===== config.mk =====
export PLATFORM = sky130hd
export DESIGN_NAME = bus_interconnect
export DESIGN_NICKNAME = d
export VERILOG_FILES = /design/src/rtl/bus_pkg.sv /design/src/rtl/bus_addr_match.sv /design/src/rtl/bus_interconnect.sv
export SDC_FILE = /design/constraint.sdc
export NUM_CORES = 1
export LEC_CHECK = 0
export ABC_AREA = 0
export BUFFER_PORTS_ARGS = -buffer_cell sky130_fd_sc_hd__buf_2
export CORE_AREA = 2 2 124 126
export DETAILED_ROUTE_END_ITERATION = 10
export DIE_AREA = 0 0 126 128
export PLACE_DENSITY = 0.61
export SLEW_MARGIN = 5
export SYNTH_ARGS = -nofsm -noshare
export SYNTH_HDL_FRONTEND = slang
export SYNTH_SLANG_ARGS = --single-unit

===== constraint.sdc =====
create_clock -name clk -period 2 [get_ports clk]
set_clock_uncertainty 0.1 [all_clocks]
set_input_delay 0.3 -clock clk [delete_from_list [all_inputs] [get_ports clk]]
set_output_delay 0.3 -clock clk [all_outputs]
set_load 0.01 [all_outputs]

===== src/rtl/bus_pkg.sv =====
// Shared definitions for the CPU data-bus interconnect.
//   bus_state_e  : interconnect FSM states
//   MaxSlaves    : upper bound on the number of slave ports
//   bus_addr_t   : widest address the region-match helper handles
//   region_hit() : true when (addr & mask) == base
package bus_pkg;

  localparam int unsigned MaxSlaves    = 16;
  localparam int unsigned MaxAddrWidth = 64;

  typedef logic [MaxAddrWidth-1:0] bus_addr_t;

  typedef enum logic [1:0] {
    IDLE,
    ACCESS,
    RESP,
    ERROR
  } bus_state_e;

  // Callers zero-extend their addresses into bus_addr_t, so any AddrWidth
  // up to MaxAddrWidth shares this one helper.
  function automatic logic region_hit(input bus_addr_t addr,
                                      input bus_addr_t base,
                                      input bus_addr_t mask);
    return (addr & mask) == base;
  endfunction

endpackage


===== src/rtl/bus_addr_match.sv =====
// Combinational address decoder for bus_interconnect.
// Ports:
//   addr_i    : word address to decode
//   sel_o     : one-hot select; the lowest-index hit wins when regions overlap
//   any_hit_o : at least one slave region matches addr_i
module bus_addr_match
  import bus_pkg::*;
#(
  parameter int unsigned                    NumSlaves = 4,
  parameter int unsigned                    AddrWidth = 30,
  parameter logic [NumSlaves*AddrWidth-1:0] SlaveBase = '0,
  parameter logic [NumSlaves*AddrWidth-1:0] SlaveMask = '0
) (
  input  logic [AddrWidth-1:0] addr_i,
  output logic [NumSlaves-1:0] sel_o,
  output logic                 any_hit_o
);

  logic [NumSlaves-1:0] hit;
  logic                 found;

  // NOTE: every always_comb output gets a default before any conditional
  // assignment, otherwise paths that skip the assignment infer a latch.
  always_comb begin
    hit = '0;
    for (int i = 0; i < NumSlaves; i++) begin
      hit[i] = region_hit(bus_addr_t'(addr_i),
                          bus_addr_t'(SlaveBase[i*AddrWidth +: AddrWidth]),
                          bus_addr_t'(SlaveMask[i*AddrWidth +: AddrWidth]));
    end
  end

  // Priority pick: keep only the lowest-index hit.
  always_comb begin
    sel_o = '0;
    found = 1'b0;
    for (int i = 0; i < NumSlaves; i++) begin
      if (hit[i] && !found) begin
        sel_o[i] = 1'b1;
        found    = 1'b1;
      end
    end
  end

  assign any_hit_o = |hit;

endmodule


===== src/rtl/bus_interconnect.sv =====
// Memory-mapped interconnect between the CPU data port and NumSlaves
// peripherals: registered decode, per-slave ready handshake with wait
// states, and an error response for unmapped addresses.
// Optional feature macro BUS_TIMEOUT_EN: an access that waits TimeoutCycles
// cycles without the selected slave's ready ends with an error response.
// Ports:
//   clk, rst_n                 : clock, synchronous active-low reset
//   addr_i, wdata_i, wr_i,
//   addr_strobe_i, byte_en_i   : CPU request (strobe is a one-cycle pulse)
//   data_o, ready_o, err_o     : CPU response (ready_o is a one-cycle pulse)
//   s_addr_o, s_wdata_o,
//   s_byte_en_o                : registered request, shared by all slaves
//   s_sel_o, s_wr_o, s_strobe_o: per-slave select, write qualifier, start pulse
//   s_rdata_i, s_ready_i       : flattened slave read data and completions
module bus_interconnect
  import bus_pkg::*;
#(
  parameter int unsigned                    NumSlaves     = 4,
  parameter int unsigned                    AddrWidth     = 30,
  parameter int unsigned                    DataWidth     = 32,
  parameter logic [NumSlaves*AddrWidth-1:0] SlaveBase     = '0,
  parameter logic [NumSlaves*AddrWidth-1:0] SlaveMask     = '0,
  parameter int unsigned                    TimeoutCycles = 16
) (
  input  logic                           clk,
  input  logic                           rst_n,
  input  logic [AddrWidth-1:0]           addr_i,
  input  logic [DataWidth-1:0]           wdata_i,
  input  logic                           wr_i,
  input  logic                           addr_strobe_i,
  input  logic [DataWidth/8-1:0]         byte_en_i,
  output logic [DataWidth-1:0]           data_o,
  output logic                           ready_o,
  output logic                           err_o,
  output logic [AddrWidth-1:0]           s_addr_o,
  output logic [DataWidth-1:0]           s_wdata_o,
  output logic [DataWidth/8-1:0]         s_byte_en_o,
  output logic [NumSlaves-1:0]           s_sel_o,
  output logic [NumSlaves-1:0]           s_wr_o,
  output logic [NumSlaves-1:0]           s_strobe_o,
  input  logic [NumSlaves*DataWidth-1:0] s_rdata_i,
  input  logic [NumSlaves-1:0]           s_ready_i
);

  localparam int unsigned BeWidth = DataWidth / 8;

  bus_state_e           state_q;
  logic [AddrWidth-1:0] addr_q;
  logic [DataWidth-1:0] wdata_q;
  logic [BeWidth-1:0]   be_q;
  logic                 wr_q;
  logic [NumSlaves-1:0] sel_q;
  logic [NumSlaves-1:0] s_wr_q;
  logic [NumSlaves-1:0] strobe_q;
  logic [DataWidth-1:0] data_q;
  logic                 ready_q;
  logic                 err_q;

`ifdef BUS_TIMEOUT_EN
  localparam int unsigned CntWidth = $clog2(TimeoutCycles + 1);
  logic [CntWidth-1:0] cnt_q;
`endif

  logic [NumSlaves-1:0] match_sel;
  logic                 match_any;
  logic [DataWidth-1:0] sel_rdata;
  logic                 sel_ready;

  bus_addr_match #(
    .NumSlaves(NumSlaves),
    .AddrWidth(AddrWidth),
    .SlaveBase(SlaveBase),
    .SlaveMask(SlaveMask)
  ) u_addr_match (
    .addr_i   (addr_i),
    .sel_o    (match_sel),
    .any_hit_o(match_any)
  );

  // Only the selected slave's ready and read data are observed; others are
  // masked out by the one-hot select.
  always_comb begin
    sel_rdata = '0;
    for (int i = 0; i < NumSlaves; i++) begin
      if (sel_q[i]) sel_rdata = sel_rdata | s_rdata_i[i*DataWidth +: DataWidth];
    end
  end

  assign sel_ready = |(s_ready_i & sel_q);

  // NOTE: sequential state uses non-blocking assignments so every register
  // samples the pre-edge values regardless of statement order.
  always_ff @(posedge clk) begin
    if (!rst_n) begin
      state_q  <= IDLE;
      addr_q   <= '0;
      wdata_q  <= '0;
      be_q     <= '0;
      wr_q     <= 1'b0;
      sel_q    <= '0;
      s_wr_q   <= '0;
      strobe_q <= '0;
      data_q   <= '0;
      ready_q  <= 1'b0;
      err_q    <= 1'b0;
`ifdef BUS_TIMEOUT_EN
      cnt_q    <= '0;
`endif
    end else begin
      // Pulse outputs fall back to zero unless a state below raises them.
      strobe_q <= '0;
      ready_q  <= 1'b0;
      err_q    <= 1'b0;
      case (state_q)
        IDLE: begin
          if (addr_strobe_i) begin
            addr_q  <= addr_i;
            wdata_q <= wdata_i;
            be_q    <= byte_en_i;
            wr_q    <= wr_i;
            if (match_any) begin
              sel_q    <= match_sel;
              s_wr_q   <= wr_i ? match_sel : '0;
              strobe_q <= match_sel;
              state_q  <= ACCESS;
`ifdef BUS_TIMEOUT_EN
              cnt_q    <= '0;
`endif
            end else begin
              data_q  <= '0;
              ready_q <= 1'b1;
              err_q   <= 1'b1;
              state_q <= ERROR;
            end
          end
        end
        ACCESS: begin
          if (sel_ready) begin
            data_q  <= wr_q ? '0 : sel_rdata;
            ready_q <= 1'b1;
            state_q <= RESP;
`ifdef BUS_TIMEOUT_EN
          // A ready in the limit cycle is handled above and wins.
          end else if (cnt_q == CntWidth'(TimeoutCycles - 1)) begin
            sel_q   <= '0;
            s_wr_q  <= '0;
            data_q  <= '0;
            ready_q <= 1'b1;
            err_q   <= 1'b1;
            state_q <= ERROR;
          end else begin
            cnt_q   <= cnt_q + CntWidth'(1);
`endif
          end
        end
        RESP, ERROR: begin
          sel_q   <= '0;
          s_wr_q  <= '0;
          state_q <= IDLE;
        end
        default: state_q <= IDLE;
      endcase
    end
  end

  assign data_o      = data_q;
  assign ready_o     = ready_q;
  assign err_o       = err_q;
  assign s_addr_o    = addr_q;
  assign s_wdata_o   = wdata_q;
  assign s_byte_en_o = be_q;
  assign s_sel_o     = sel_q;
  assign s_wr_o      = s_wr_q;
  assign s_strobe_o  = strobe_q;

endmodule


## Word level (Yosys, flattened, before mapping)

Cells that the tools add are included.

| storage, ports and cells | value |
|---|---|
| output and inout port bits | 112 |
| register bits | 114 |
| bits of input ports | 202 |

| operators by class | value |
|---|---|
| bitwise logic cells | 4 |
| reductions and logical operators | 10 |
| equal/unequal tests | 5 |
| muxes and demuxes | 15 |

Operator list:

| operator | count |
|---|---|
| 2-to-1 mux 32 bit | 5 |
| OR 32 bit | 3 |
| case mux 4 bit (2 select lines) | 2 |
| AND reduction 2 bit | 6 |
| 2-to-1 mux 4 bit | 2 |
| case mux 2 bit (3 select lines) | 1 |
| bitwise AND 4 bit | 1 |
| equality test 2 bit (second input constant) | 2 |
| 2-to-1 mux 2 bit | 2 |
| inequality test 2 bit (second input constant) | 2 |
| OR reduction 4 bit | 1 |
| 2-to-1 mux 1 bit | 3 |
| equality test 2 x 1 -> 1 bit (second input constant) | 1 |
| zero test 2 bit | 1 |
| nonzero test 2 bit | 1 |
| OR reduction 2 bit | 1 |

## Longest topological paths before layout

Gate-level depths: netlist of the first run.

| depth | value |
|---|---|
| depth after elaboration | 8 |
| depth in mapped cells | 6 |

## Hierarchy

A second synthesis of the first run with hierarchy kept.

| unflattened totals | value |
|---|---|
| cells, all modules | 602 |
| area, all modules | 5,052.3 um2 |

By module, submodules not included:

| module | times used | cells each | area each (um2) |
|---|---|---|---|
| bus_interconnect | 1 | 595 | 5,007.3 |
| bus_addr_match | 1 | 7 | 45.0 |

## Least setup slack after synthesis of the first run

OpenSTA, ideal clock, no wires.

| timing | value |
|---|---|
| path type | register to register |
| start point | register sel_q[0], in the netlist s_sel_o[0] |
| end point | register data_q[29], in the netlist data_o[29] |
| data required time | 1.833 ns |
| arrival time | 1.323 ns |
| setup time | 0.067 ns |
| slack | 0.510 ns |
| stages on the path, launching flop included | 6 |
| path through | dfxtp_1 nand4b_2 buf_6 buf_6 or3b_1 a21oi_2 |

| between the ends | value |
|---|---|
| cells in the longest elaborated chain, start to end | 8 |

Ends and longest elaborated chain:

| element | line | RTL |
|---|---|---|
| start, declared | bus_interconnect.sv:52 | `logic [NumSlaves-1:0] sel_q;` |
| start signal, assigned | bus_interconnect.sv:122 | `sel_q <= match_sel;` |
| 2-to-1 mux 32 bit | bus_interconnect.sv:85 | `if (sel_q[i]) sel_rdata = sel_rdata \| s_rdata_i[i*DataWidth +: DataWidth];` |
| OR 32 bit | bus_interconnect.sv:85 |  |
| 2-to-1 mux 32 bit | bus_interconnect.sv:85 |  |
| OR 32 bit | bus_interconnect.sv:85 |  |
| 2-to-1 mux 32 bit | bus_interconnect.sv:85 |  |
| OR 32 bit | bus_interconnect.sv:85 |  |
| 2-to-1 mux 32 bit | bus_interconnect.sv:85 |  |
| 2-to-1 mux 32 bit | bus_interconnect.sv:139 | `data_q <= wr_q ? '0 : sel_rdata;` |
| end signal, assigned | bus_interconnect.sv:139 |  |
| end, declared | bus_interconnect.sv:55 | `logic [DataWidth-1:0] data_q;` |

Several ways; a longest one is shown, not always the timed one.
A chain may end at the register's enable or synchronous reset.

## Final worst setup path of the first run

| timing | value |
|---|---|
| start point | register state_q[0] |
| end point | register wdata_q[2], in the netlist s_wdata_o[2] |

| between the ends | value |
|---|---|
| cells in the longest elaborated chain, start to end | 2 |

Ends and longest elaborated chain:

| element | line | RTL |
|---|---|---|
| start, declared | bus_interconnect.sv:47 | `bus_state_e state_q;` |
| start signal, assigned | bus_interconnect.sv:95 | `state_q <= IDLE;` |
| start signal, assigned | bus_interconnect.sv:125 | `state_q <= ACCESS;` |
| start signal, assigned | bus_interconnect.sv:133 | `state_q <= ERROR;` |
| zero test 2 bit | bus_interconnect.sv:114 | `case (state_q)` |
| AND reduction 2 bit (no line) | -- |  |
| end signal, assigned | bus_interconnect.sv:118 | `wdata_q <= wdata_i;` |
| end, declared | bus_interconnect.sv:49 | `logic [DataWidth-1:0] wdata_q;` |

Every way passes these cells.

==> metrics.cfg, run 1 <==
[critical_path]
r2r_setup_slack_ps=380
r2r-end=s_wdata_o[2]$_SDFFE_PN0P_
reg2reg_from=state_q[0]$_SDFFE_PN0P_
crit_type=register to register
cp_data_arrival_time_ps=1720
r2r_cells=4
crit_fanout=78
cp-start-kind=register
required_ps=2100
endpoint_kind=register

[cts]
cts_buffers=9
cts_resized=0
cts-root-buf=clkbuf_16
path_clk_slew_ps=70
h-tree-depth=3
max-clock-path-buffers=2
cts_tree=built
cts_hold_buffers=0
cts_sinks=105
insertion_delay_ps=350
cts_setup_buffers=0

[final_layout]
area_delta_synth_final_pct=35.9
fill_cells=1603
multiInputGateArea_um2=1610
final_nets=850
layout-drive-gt1-share_pct=36.4
antennaDiodeCount=0
regArea_um2=2100

[timing]
fmax_ghz=0.618
setup-tns-final_ps=0
fin_crit_sh_pct=80.9
tightest_slew_ps=959
layout_min_cycle_time_ps=1620
max_slew_margin_pct=36.0
hold_viol=0
finalMaxSlewViolations=0
timing.final.ws_setup_ps=383
setup_viol=0
rsz0062_at_grt=false

[placed_design]
gp_congestion=0.730
dpl.hpwl_um=6810
pre_cts_ws_ps=324
port_buffers=204

[job]
maxCapViolCount=0

[route]
dr.first_iter.drc_count=158
routedWlPerCell_um=11.8
final_antenna_net_count=0
drt_wl_total_um=9910
firstDrtPassIters=4
drcViolationCount=0
vias_per_cell=4.30
via_count=3620

[logic_synthesis]
synth_warnings=0
synth_edf_count=0
ys_async_sr_fraction_pct=0
seq_area_frac_synth_pct=53.3
synth_common_cells=dfxtp_1 (105), nand2_1 (99), nand3_1 (69), o21ai_0 (59), a21oi_1 (29)
ys_types=23
yosysTopAreaCell=dfxtp_1
synth_area_per_cell_um2=8.37
syn_area_um2=3940
yosysTopAreaCellShare_pct=53.3
post-synth-top-count-cell=dfxtp_1
ys.flop_type=dfxtp_1
ys_top_cells_by_area=dfxtp_1 (53%), nand2_1 (9.4%), nand3_1 (8.8%)
syn_inst=471
synth-seq-cells=105

[min_path]
worstHoldStart=s_ready_i[0]
worstHoldPathType=input port to register
min_delay_path_depth=2
hold_end=state_q[0]$_SDFFE_PN0P_

[pwr]
seq_power_share_pct=49.4
power_w=0.00457
p_sw_w=0.00117
clkPwrFrac_pct=39.5
power_leakage_nw=2.49
p_int_w=0.00340
sw_frac_of_total_pct=25.6
p_per_area_nw_per_um2=852
ir_worst_vdd_mv=0.443
power_frac_comb_pct=11.1

[floorplan]
ios=314
die_h_um=128
die_area_um2=16100
num_rows=45
die_w_um=126
core_area_um2=14900
initial_utilization_pct=26.5

[grt]
grt_max_degree=79
antenna_found_initial=0
grt_pass1_vias=3315
overflow=0
grt_pass1_wl_um=16300
grt_use_total_pct=12.5

[status]
status=finished, final reports clean

## cell type report
| type | instances | area share (%) |
|---|---|---|
| flip-flops and latches | 105 | 39.2 |
| well taps | 188 | 4.39 |
| clock buffers | 9 | 4.20 |
| multi-input cells | 321 | 30.0 |
| repair buffers | 210 | 20.6 |
| inverters | 1 | 0.0700 |
| clock inverters | 7 | 1.47 |
## stage by stage
| step | util, % | instance area [µm²] | hold WS, ps | instances |
|---|---|---|---|---|
| after floorplan | - | 3980 | 318 | 480 |
| after global placement | 34.0 | 5050 | 336 | 825 |
| after detailed placement | 34.0 | 5050 | 340 | 825 |
| after CTS | 36.1 | 5360 | 49.5 | 841 |
| after global routing | 36.1 | 5360 | 71.4 | 841 |
| final | 36.1 | 5360 | 72.5 | 841 |
## per-layer routing
layer  share of wire, %  track usage, %  wire (µm)
met1                 44            16.1       4400
met2                 45            18.5       4420
met3                9.5            5.34        942
met4                1.5            4.59        150
met5                  0               0          0
## critical path, cell delays in order (launching register included)
cell and delay, ps:
dfxtp_1 350, or3b_4 380, buf_4 320, nand3_1 170, o21ai_0 100
## registers in the layout (all words and copies together) (netlist names)
| signal | count |
|---|---|
| data_o | 32 |
| ready_o | 1 |
| s_addr_o | 30 |
| s_byte_en_o | 4 |
| s_sel_o | 1 |
| s_strobe_o | 1 |
| s_wdata_o | 32 |
| s_wr_o | 1 |
| state_q | 2 |
| wr_q | 1 |
## worst max path at each step
stage	start	end	slack, ps	cells after the start
global route	wr_q$_SDFFE_PN0P_	data_o[31]$_SDFFE_PN0P_	240	3
detailed placement	addr_strobe_i	s_wdata_o[2]$_SDFFE_PN0P_	320	4
finish	state_q[0]$_SDFFE_PN0P_	s_wdata_o[2]$_SDFFE_PN0P_	380	4
floorplan	s_sel_o[0]$_SDFFE_PN0P_	data_o[29]$_SDFFE_PN0P_	510	5
CTS	state_q[0]$_SDFFE_PN0P_	s_wdata_o[2]$_SDFFE_PN0P_	380	4
global placement	addr_strobe_i	s_wdata_o[15]$_SDFFE_PN0P_	360	4
## power groups by stage
stage | Combinational (W) | Clock (W) | Sequential [W]
3_3_place_gp | 0.000514 | 0 | 0.00230
6_report | 0.000508 | 0.00181 | 0.00225
3_5_place_dp | 0.000516 | 0 | 0.00230
4_1_cts | 0.000517 | 0.00190 | 0.00226
5_1_grt | 0.000575 | 0.00198 | 0.00227
2_1_floorplan | 0.000242 | 0 | 0.00234
## logic make-up after synthesis
| kind of cell | count (synthesis) | synth area share (%) |
|---|---|---|
| buf+inv | 54 | 6.85 |
| compound gates | 100 | 12.9 |
| flops | 105 | 53.3 |
| mux | 1 | 0.254 |
| other cells | 1 | 0.0951 |
| simple gates | 210 | 26.6 |
## cell usage in the layout, fill, tap and decap left out, drive strengths merged, types with 3 or more instances in the layout
master,count
buf,210
dfxtp,105
nand2,99
nand3,69
o21ai,69
or3b,31
a21oi,30
conb,10
clkbuf,9
nor2,7
inv,3
clkinv,3
Note: power is estimated with default switching activity, not from simulation.
==> run 2: changes to the inputs <==
Settings changed: ABC_AREA 0 to 1, CORE_AREA 2 2 124 126 to 2 2 120 122, DIE_AREA 0 0 126 128 to 0 0 122 124, PLACE_DENSITY 0.61 to 0.68.
Clock period 2 ns to 1.5 ns, I/O delays scaled along.
==> run 2 against run 1 <==
Compared with the run above:
- die area is 6.2% lower
- non-clock buffer count is 7 higher
- final cell count is 16% higher
- clock power is 35% higher
- largest power group unchanged
==> metrics.cfg, run 2 <==
[floorplan]
die_w_um=122  ; -3.2%
die_area_um2=15100  ; -6.2%
core_area_um2=13700  ; -7.7%
die_h_um=124  ; -3.1%
num_rows=43  ; -4.4%
ios=314  ; unchanged
initial_utilization_pct=32.1  ; +5.6 points

[pwr]
p_int_w=0.00487  ; +43%
power_w=0.00656  ; +44%
ir_worst_vdd_mv=0.392  ; -11%
sw_frac_of_total_pct=25.8  ; +0.23 points
clkPwrFrac_pct=37.2  ; -2.3 points
power_frac_comb_pct=16.4  ; +5.3 points
p_sw_w=0.00169  ; +45%
p_per_area_nw_per_um2=1110  ; +31%
power_leakage_nw=3.13  ; +26%
seq_power_share_pct=46.5  ; -2.9 points

[critical_path]
endpoint_kind=output port
worstPathCellList=buf_12 > buf_2
crit_type=register to output port
cpMaxStageDelayCell=dfxtp_1
slowest_delay_ps=400  ; +20 ps
cp-start-kind=register
cpLargestDelayFamily=flip-flops
cp_data_arrival_time_ps=1100  ; -620 ps
worst-path-buf-inv=2  ; +1
required_ps=1170  ; -930 ps
crit_fanout=34  ; -56%

[logic_synthesis]
ys_top_cells_by_area=dfxtp_1 (48%), nand2_1 (14%), nor2_1 (14%)
synth_warnings=0  ; unchanged
yosysTopAreaCell=dfxtp_1
yosysTopAreaCellShare_pct=47.7  ; -5.6 points
synth-seq-cells=105  ; unchanged
synth_edf_count=0  ; unchanged
syn_area_um2=4410  ; +12%
ys_types=17  ; -26%
syn_inst=612  ; +30%
seq_area_frac_synth_pct=47.7  ; -5.6 points
synth_common_cells=nand2_1 (169), nor2_1 (167), dfxtp_1 (105), nand3b_1 (66), nand3_1 (34)
ys_async_sr_fraction_pct=0  ; unchanged
synth_area_per_cell_um2=7.20  ; -14%
ys.flop_type=dfxtp_1
post-synth-top-count-cell=nand2_1

[route]
firstDrtPassIters=4  ; unchanged
drt_wl_total_um=12000  ; +21%
via_count=4333  ; +20%
drcViolationCount=0  ; unchanged
routedWlPerCell_um=12.3  ; +4.6%
dr.first_iter.drc_count=190  ; +20%
vias_per_cell=4.44  ; +3.2%
final_antenna_net_count=0  ; unchanged

[cts]
cts_tree=built
cts_setup_buffers=0  ; unchanged
insertion_delay_ps=340  ; about the same
cts_buffers=9  ; unchanged
h-tree-depth=3  ; unchanged
cts_hold_buffers=0  ; unchanged
path_clk_slew_ps=70  ; about the same
max-clock-path-buffers=2  ; unchanged
cts_sinks=105  ; unchanged
cts-root-buf=clkbuf_16
cts_resized=0  ; unchanged

[timing]
rsz0062_at_grt=false
fmax_ghz=0.700
fin_crit_sh_pct=95.3
setup_viol=0  ; unchanged
finalMaxSlewViolations=0  ; unchanged
layout_min_cycle_time_ps=1430
setup-tns-final_ps=0  ; unchanged
hold_viol=0  ; unchanged

[grt]
grt_pass1_vias=3869  ; +17%
overflow=0  ; unchanged
grt_pass1_wl_um=18700  ; +14%
grt_max_degree=52  ; -34%
grt_use_total_pct=15.6  ; +3.2 points
antenna_found_initial=0  ; unchanged

[min_path]
worstHoldPathType=input port to register

[final_layout]
antennaDiodeCount=0  ; unchanged
final_nets=994  ; +17%
mostFrequentLayoutCell=buf_2
final_cell_mix=buf_2 (203), nand2_1 (169), nor2_1 (167)
area_delta_synth_final_pct=33.6
layout-drive-gt1-share_pct=29.3  ; -7.1 points

[placed_design]
port_buffers=204  ; unchanged
dpl.hpwl_um=8170  ; +20%
gp_congestion=0.767  ; +5.0%

[job]
maxCapViolCount=0  ; unchanged

[status]
status=finished, final reports clean

-- run 2: cell count changes in the layout (fill, tap and decap cells not counted), moves of 2 or more --
| cell | delta |
|---|---|
| inv_8 | -2 |
| inv_1 | +4 |
| or3b_2 | -9 |
| or3b_1 | -21 |
| nor2_1 | +160 |
| buf_12 | +6 |
| nand3b_1 | +66 |
| o21ai_1 | -10 |
| nand3_1 | -35 |
| a21oi_1 | -25 |
| nand2_1 | +70 |
| o21ai_0 | -59 |
-- run 2: worst paths after layout --
path                                         startpoint                         end  slack (ps)  cells past startpoint
worst max register to register  state_q[0]$_SDFFE_PN0P_   s_addr_o[28]$_SDFFE_PN0P_         130                      6
worst max-delay path            s_sel_o[0]$_SDFFE_PN0P_                  s_sel_o[0]          70                      2
worst min register to register  data_o[28]$_SDFFE_PN0P_     data_o[28]$_SDFFE_PN0P_         360                      2
worst min-delay path                              rst_n  s_wdata_o[31]$_SDFFE_PN0P_          80                      3
-- run 2: cell families (layout without fill, tap and decap cells) --
family | count (synthesis) | count (layout) | synth area share [%]
and+or+nand+nor | 439 | 439 | 44.3
DFF | 105 | 105 | 47.7
buffers and inverters | 63 | 237 | 7.52
AOI/OAI and AO/OA | 4 | 4 | 0.454
other | 1 | 10 | 0.0851
-- run 2: area by class of cell --
class	count	area (µm²)
fillers	1478	7830
flip-flops and latches	105	2100
multi-input cells	453	2010
repair buffers	217	1230
clock buffers	10	229
well taps	180	225
clock inverters	4	70.1
inverters	6	22.5
-- run 2: power by group through the flow --
stage | Combinational (W) | Sequential [W] | Clock (W)
after CTS | 0.00109 | 0.00305 | 0.00252
after global routing | 0.00122 | 0.00307 | 0.00263
after floorplan | 0.000571 | 0.00319 | 0
after detailed placement | 0.00109 | 0.00311 | 0
final | 0.00107 | 0.00305 | 0.00244
after global placement | 0.00108 | 0.00310 | 0
-- run 2: layer usage --
layer | global-route usage [%] | wire [µm]
met1 | 19.6 | 5540
met3 | 6.36 | 1230
met5 | 0 | 0
met2 | 24.8 | 5150
met4 | 4.38 | 97
-- run 2: metrics by stage --
step / cells / cell area [µm²] / worst slack (ps) / hold WS [ps] / utilization [%]
floorplan: 621 / 4440 / 254 / 306 / -
global placement: 961 / 5590 / 174 / 348 / 40.8
detailed placement: 961 / 5590 / 127 / 355 / 40.8
CTS: 975 / 5890 / 57.4 / 63.1 / 42.9
global route: 975 / 5890 / 8.97 / 70.1 / 42.9
finish: 975 / 5890 / 71.0 / 76.3 / 42.9
-- run 2: worst register-to-register path: cells and delay by family, from the launching register on --
kind,cells,cell delay [ps]
flops,1,370
simple gates,4,500
buf+inv,2,330
==> run 3: changes to the inputs <==
--- a/config.mk
+++ b/config.mk
@@ -12,5 +12,5 @@
 export DIE_AREA = 0 0 122 124
 export PLACE_DENSITY = 0.68
-export SLEW_MARGIN = 5
+export SLEW_MARGIN = 20
 export SYNTH_ARGS = -nofsm -noshare
 export SYNTH_HDL_FRONTEND = slang
==> constraint.sdc (replaced) <==
create_clock -name clk -period 1.5 [get_ports clk]
set_clock_uncertainty 0.1 [all_clocks]
set_input_delay 0.3 -clock clk [delete_from_list [all_inputs] [get_ports clk]]
set_output_delay 0.3 -clock clk [all_outputs]
set_load 0.01 [all_outputs]
==> run 3 against run 2 <==
Compared with the run above:
- clock-buffer cell count stayed put
- clock power is 5% lower
- die area stayed put
- utilization is 0.16 points higher
- combinational power hardly changed
- via count is 0.39% higher
- worst hold slack better by 71 ps
- first-iteration DRC count is 1.6% lower
- non-clock buffer count is 2 higher
- critical endpoint unchanged
- largest power group unchanged
==> metrics.cfg, run 3 (synthesized netlist as in run 2, its figures left out) <==
[cts]
path_clk_slew_ps=70  ; about the same
cts-root-buf=clkbuf_16
max-clock-path-buffers=2  ; unchanged
h-tree-depth=3  ; unchanged
cts_hold_buffers=0  ; unchanged
insertion_delay_ps=350  ; about the same
cts_sinks=105  ; unchanged
cts_tree=built
cts_buffers=9  ; unchanged

[placed_design]
port_buffers=204  ; unchanged
place_area_um2=5600  ; +0.13%
gp_congestion=0.738  ; -3.8%
dpl.hpwl_um=8120  ; -0.57%

[grt]
overflow=0  ; unchanged
grt_pass1_vias=3912  ; +1.1%
antenna_found_initial=0  ; unchanged
grt_use_total_pct=15.7  ; +0.081 points
grt_pass1_wl_um=18700  ; about the same
grt_max_degree=52  ; unchanged

[critical_path]
r2r_setup_slack_ps=160  ; +30 ps
required_ps=1100  ; -70 ps
cp-start-kind=register
crit_fanout=14  ; -59%
endpoint_kind=output port
critPathLaunch=s_sel_o[0]$_SDFFE_PN0P_
r2r_cells=6  ; unchanged
cp_data_arrival_time_ps=1050  ; -50 ps
crit_type=register to output port
reg2reg_from=state_q[0]$_SDFFE_PN0P_
r2r-end=s_addr_o[24]$_SDFFE_PN0P_

[pwr]
p_sw_w=0.00172  ; +1.6%
seq_power_share_pct=47.3  ; +0.8 points
sw_frac_of_total_pct=26.7  ; +0.90 points
p_int_w=0.00472  ; -3.0%
ir_worst_vdd_mv=0.638  ; +63%
clkPwrFrac_pct=35.8  ; -1.4 points
power_leakage_nw=3.13  ; about the same
p_per_area_nw_per_um2=1090  ; -2.1%
power_w=0.00644  ; -1.8%
power_frac_comb_pct=16.9  ; +0.5 points

[final_layout]
fill_cells=1434  ; -3.0%
layout-drive-gt1-share_pct=29.7  ; +0.39 points
antennaDiodeCount=0  ; unchanged
area_delta_synth_final_pct=34.1
final_area_um2=5910  ; +0.36%
final_cell_mix=buf_2 (203), nand2_1 (169), nor2_1 (167)
mostFrequentLayoutCell=buf_2
final_nets=996  ; +0.20%

[route]
firstDrtPassIters=5  ; +1
final_antenna_net_count=0  ; unchanged
drcViolationCount=0  ; unchanged
routedWlPerCell_um=12.3  ; -0.16%
vias_per_cell=4.45  ; about the same
via_count=4350  ; +0.39%
dr.first_iter.drc_count=187  ; -1.6%
drt_wl_total_um=12000  ; +0.15%

[min_path]
worstHoldStart=rst_n
worstHoldPathType=input port to register
min_delay_path_depth=3  ; unchanged
hold_end=s_wdata_o[31]$_SDFFE_PN0P_

[timing]
layout_min_cycle_time_ps=1450  ; +19.6 ps
rsz0062_at_grt=false
fmax_ghz=0.690  ; -1.4%
fin_crit_sh_pct=96.6  ; +1.3 points
finalMaxSlewViolations=0  ; unchanged
setup-tns-final_ps=0  ; unchanged
hold_viol=0  ; unchanged
setup_viol=0  ; unchanged

[floorplan]
ios=314  ; unchanged
die_area_um2=15100  ; unchanged
initial_utilization_pct=32.1  ; unchanged
die_h_um=124  ; unchanged
core_area_um2=13700  ; unchanged
die_w_um=122  ; unchanged
num_rows=43  ; unchanged

[status]
status=finished, final reports clean

[job]
maxCapViolCount=0  ; unchanged

-- run 3: worst max-delay path by stage --
stage                           endpoint  slack [ps]  cells past startpoint
2_1_floorplan    data_o[11]$_SDFFE_PN0P_         250                      5
3_3_place_gp   s_wdata_o[9]$_SDFFE_PN0P_         170                      6
3_5_place_dp    s_addr_o[8]$_SDFFE_PN0P_         160                      6
4_1_cts                       s_sel_o[0]          30                      2
5_1_grt                       s_sel_o[0]           2                      2
6_report                      s_sel_o[0]          50                      2
-- run 3: power groups by stage --
| stage | Clock (W) | Sequential, W | Combinational [W] |
|---|---|---|---|
| global placement | 0 | 0.00310 | 0.00108 |
| global route | 0.00250 | 0.00307 | 0.00123 |
| finish | 0.00231 | 0.00305 | 0.00109 |
| floorplan | 0 | 0.00319 | 0.000571 |
| CTS | 0.00240 | 0.00305 | 0.00109 |
| detailed placement | 0 | 0.00311 | 0.00109 |
-- run 3: routing by layer --
| metal | track usage, % | vias up | wire length [µm] |
|---|---|---|---|
| met5 | 0 | - | 0 |
| met1 | 18.7 | 1930 | 5510 |
| met3 | 6.09 | 12 | 1140 |
| li1 | - | 2241 | - |
| met4 | 5.68 | 0 | 185 |
| met2 | 25.8 | 167 | 5190 |
-- run 3: cell type report --
type	count	area (µm²)	area share (%)
Inverter	6	22.5	0.381
Sequential cell	105	2100	35.6
Timing Repair Buffer	219	1270	21.4
Tap cell	180	225	3.81
Clock inverter	5	57.6	0.974
Multi-Input combinational cell	453	2010	34.0
Clock buffer	10	229	3.87
-- run 3: critical path, stage by stage, from the launching register on --
cell     delay, ps
dfxtp_2        410
buf_12         160
buf_2          130
-- run 3: repair_timing --
| item | in CTS | in global routing |
|---|---|---|
| resized for setup | 1 | 0 |
| setup buffers | 0 | 0 |
| cloned | 0 | 1 |
| endpoints found under the setup margin | 1 | 1 |
-- run 3: stage by stage --
stage	hold slack [ps]	cells	setup slack, ps	util [%]
finish	147	978	51.4	43.1
global placement	348	962	174	40.8
floorplan	381	621	254	-
global route	138	978	1.58	43.1
detailed placement	351	962	159	40.8
CTS	125	977	25.5	42.9
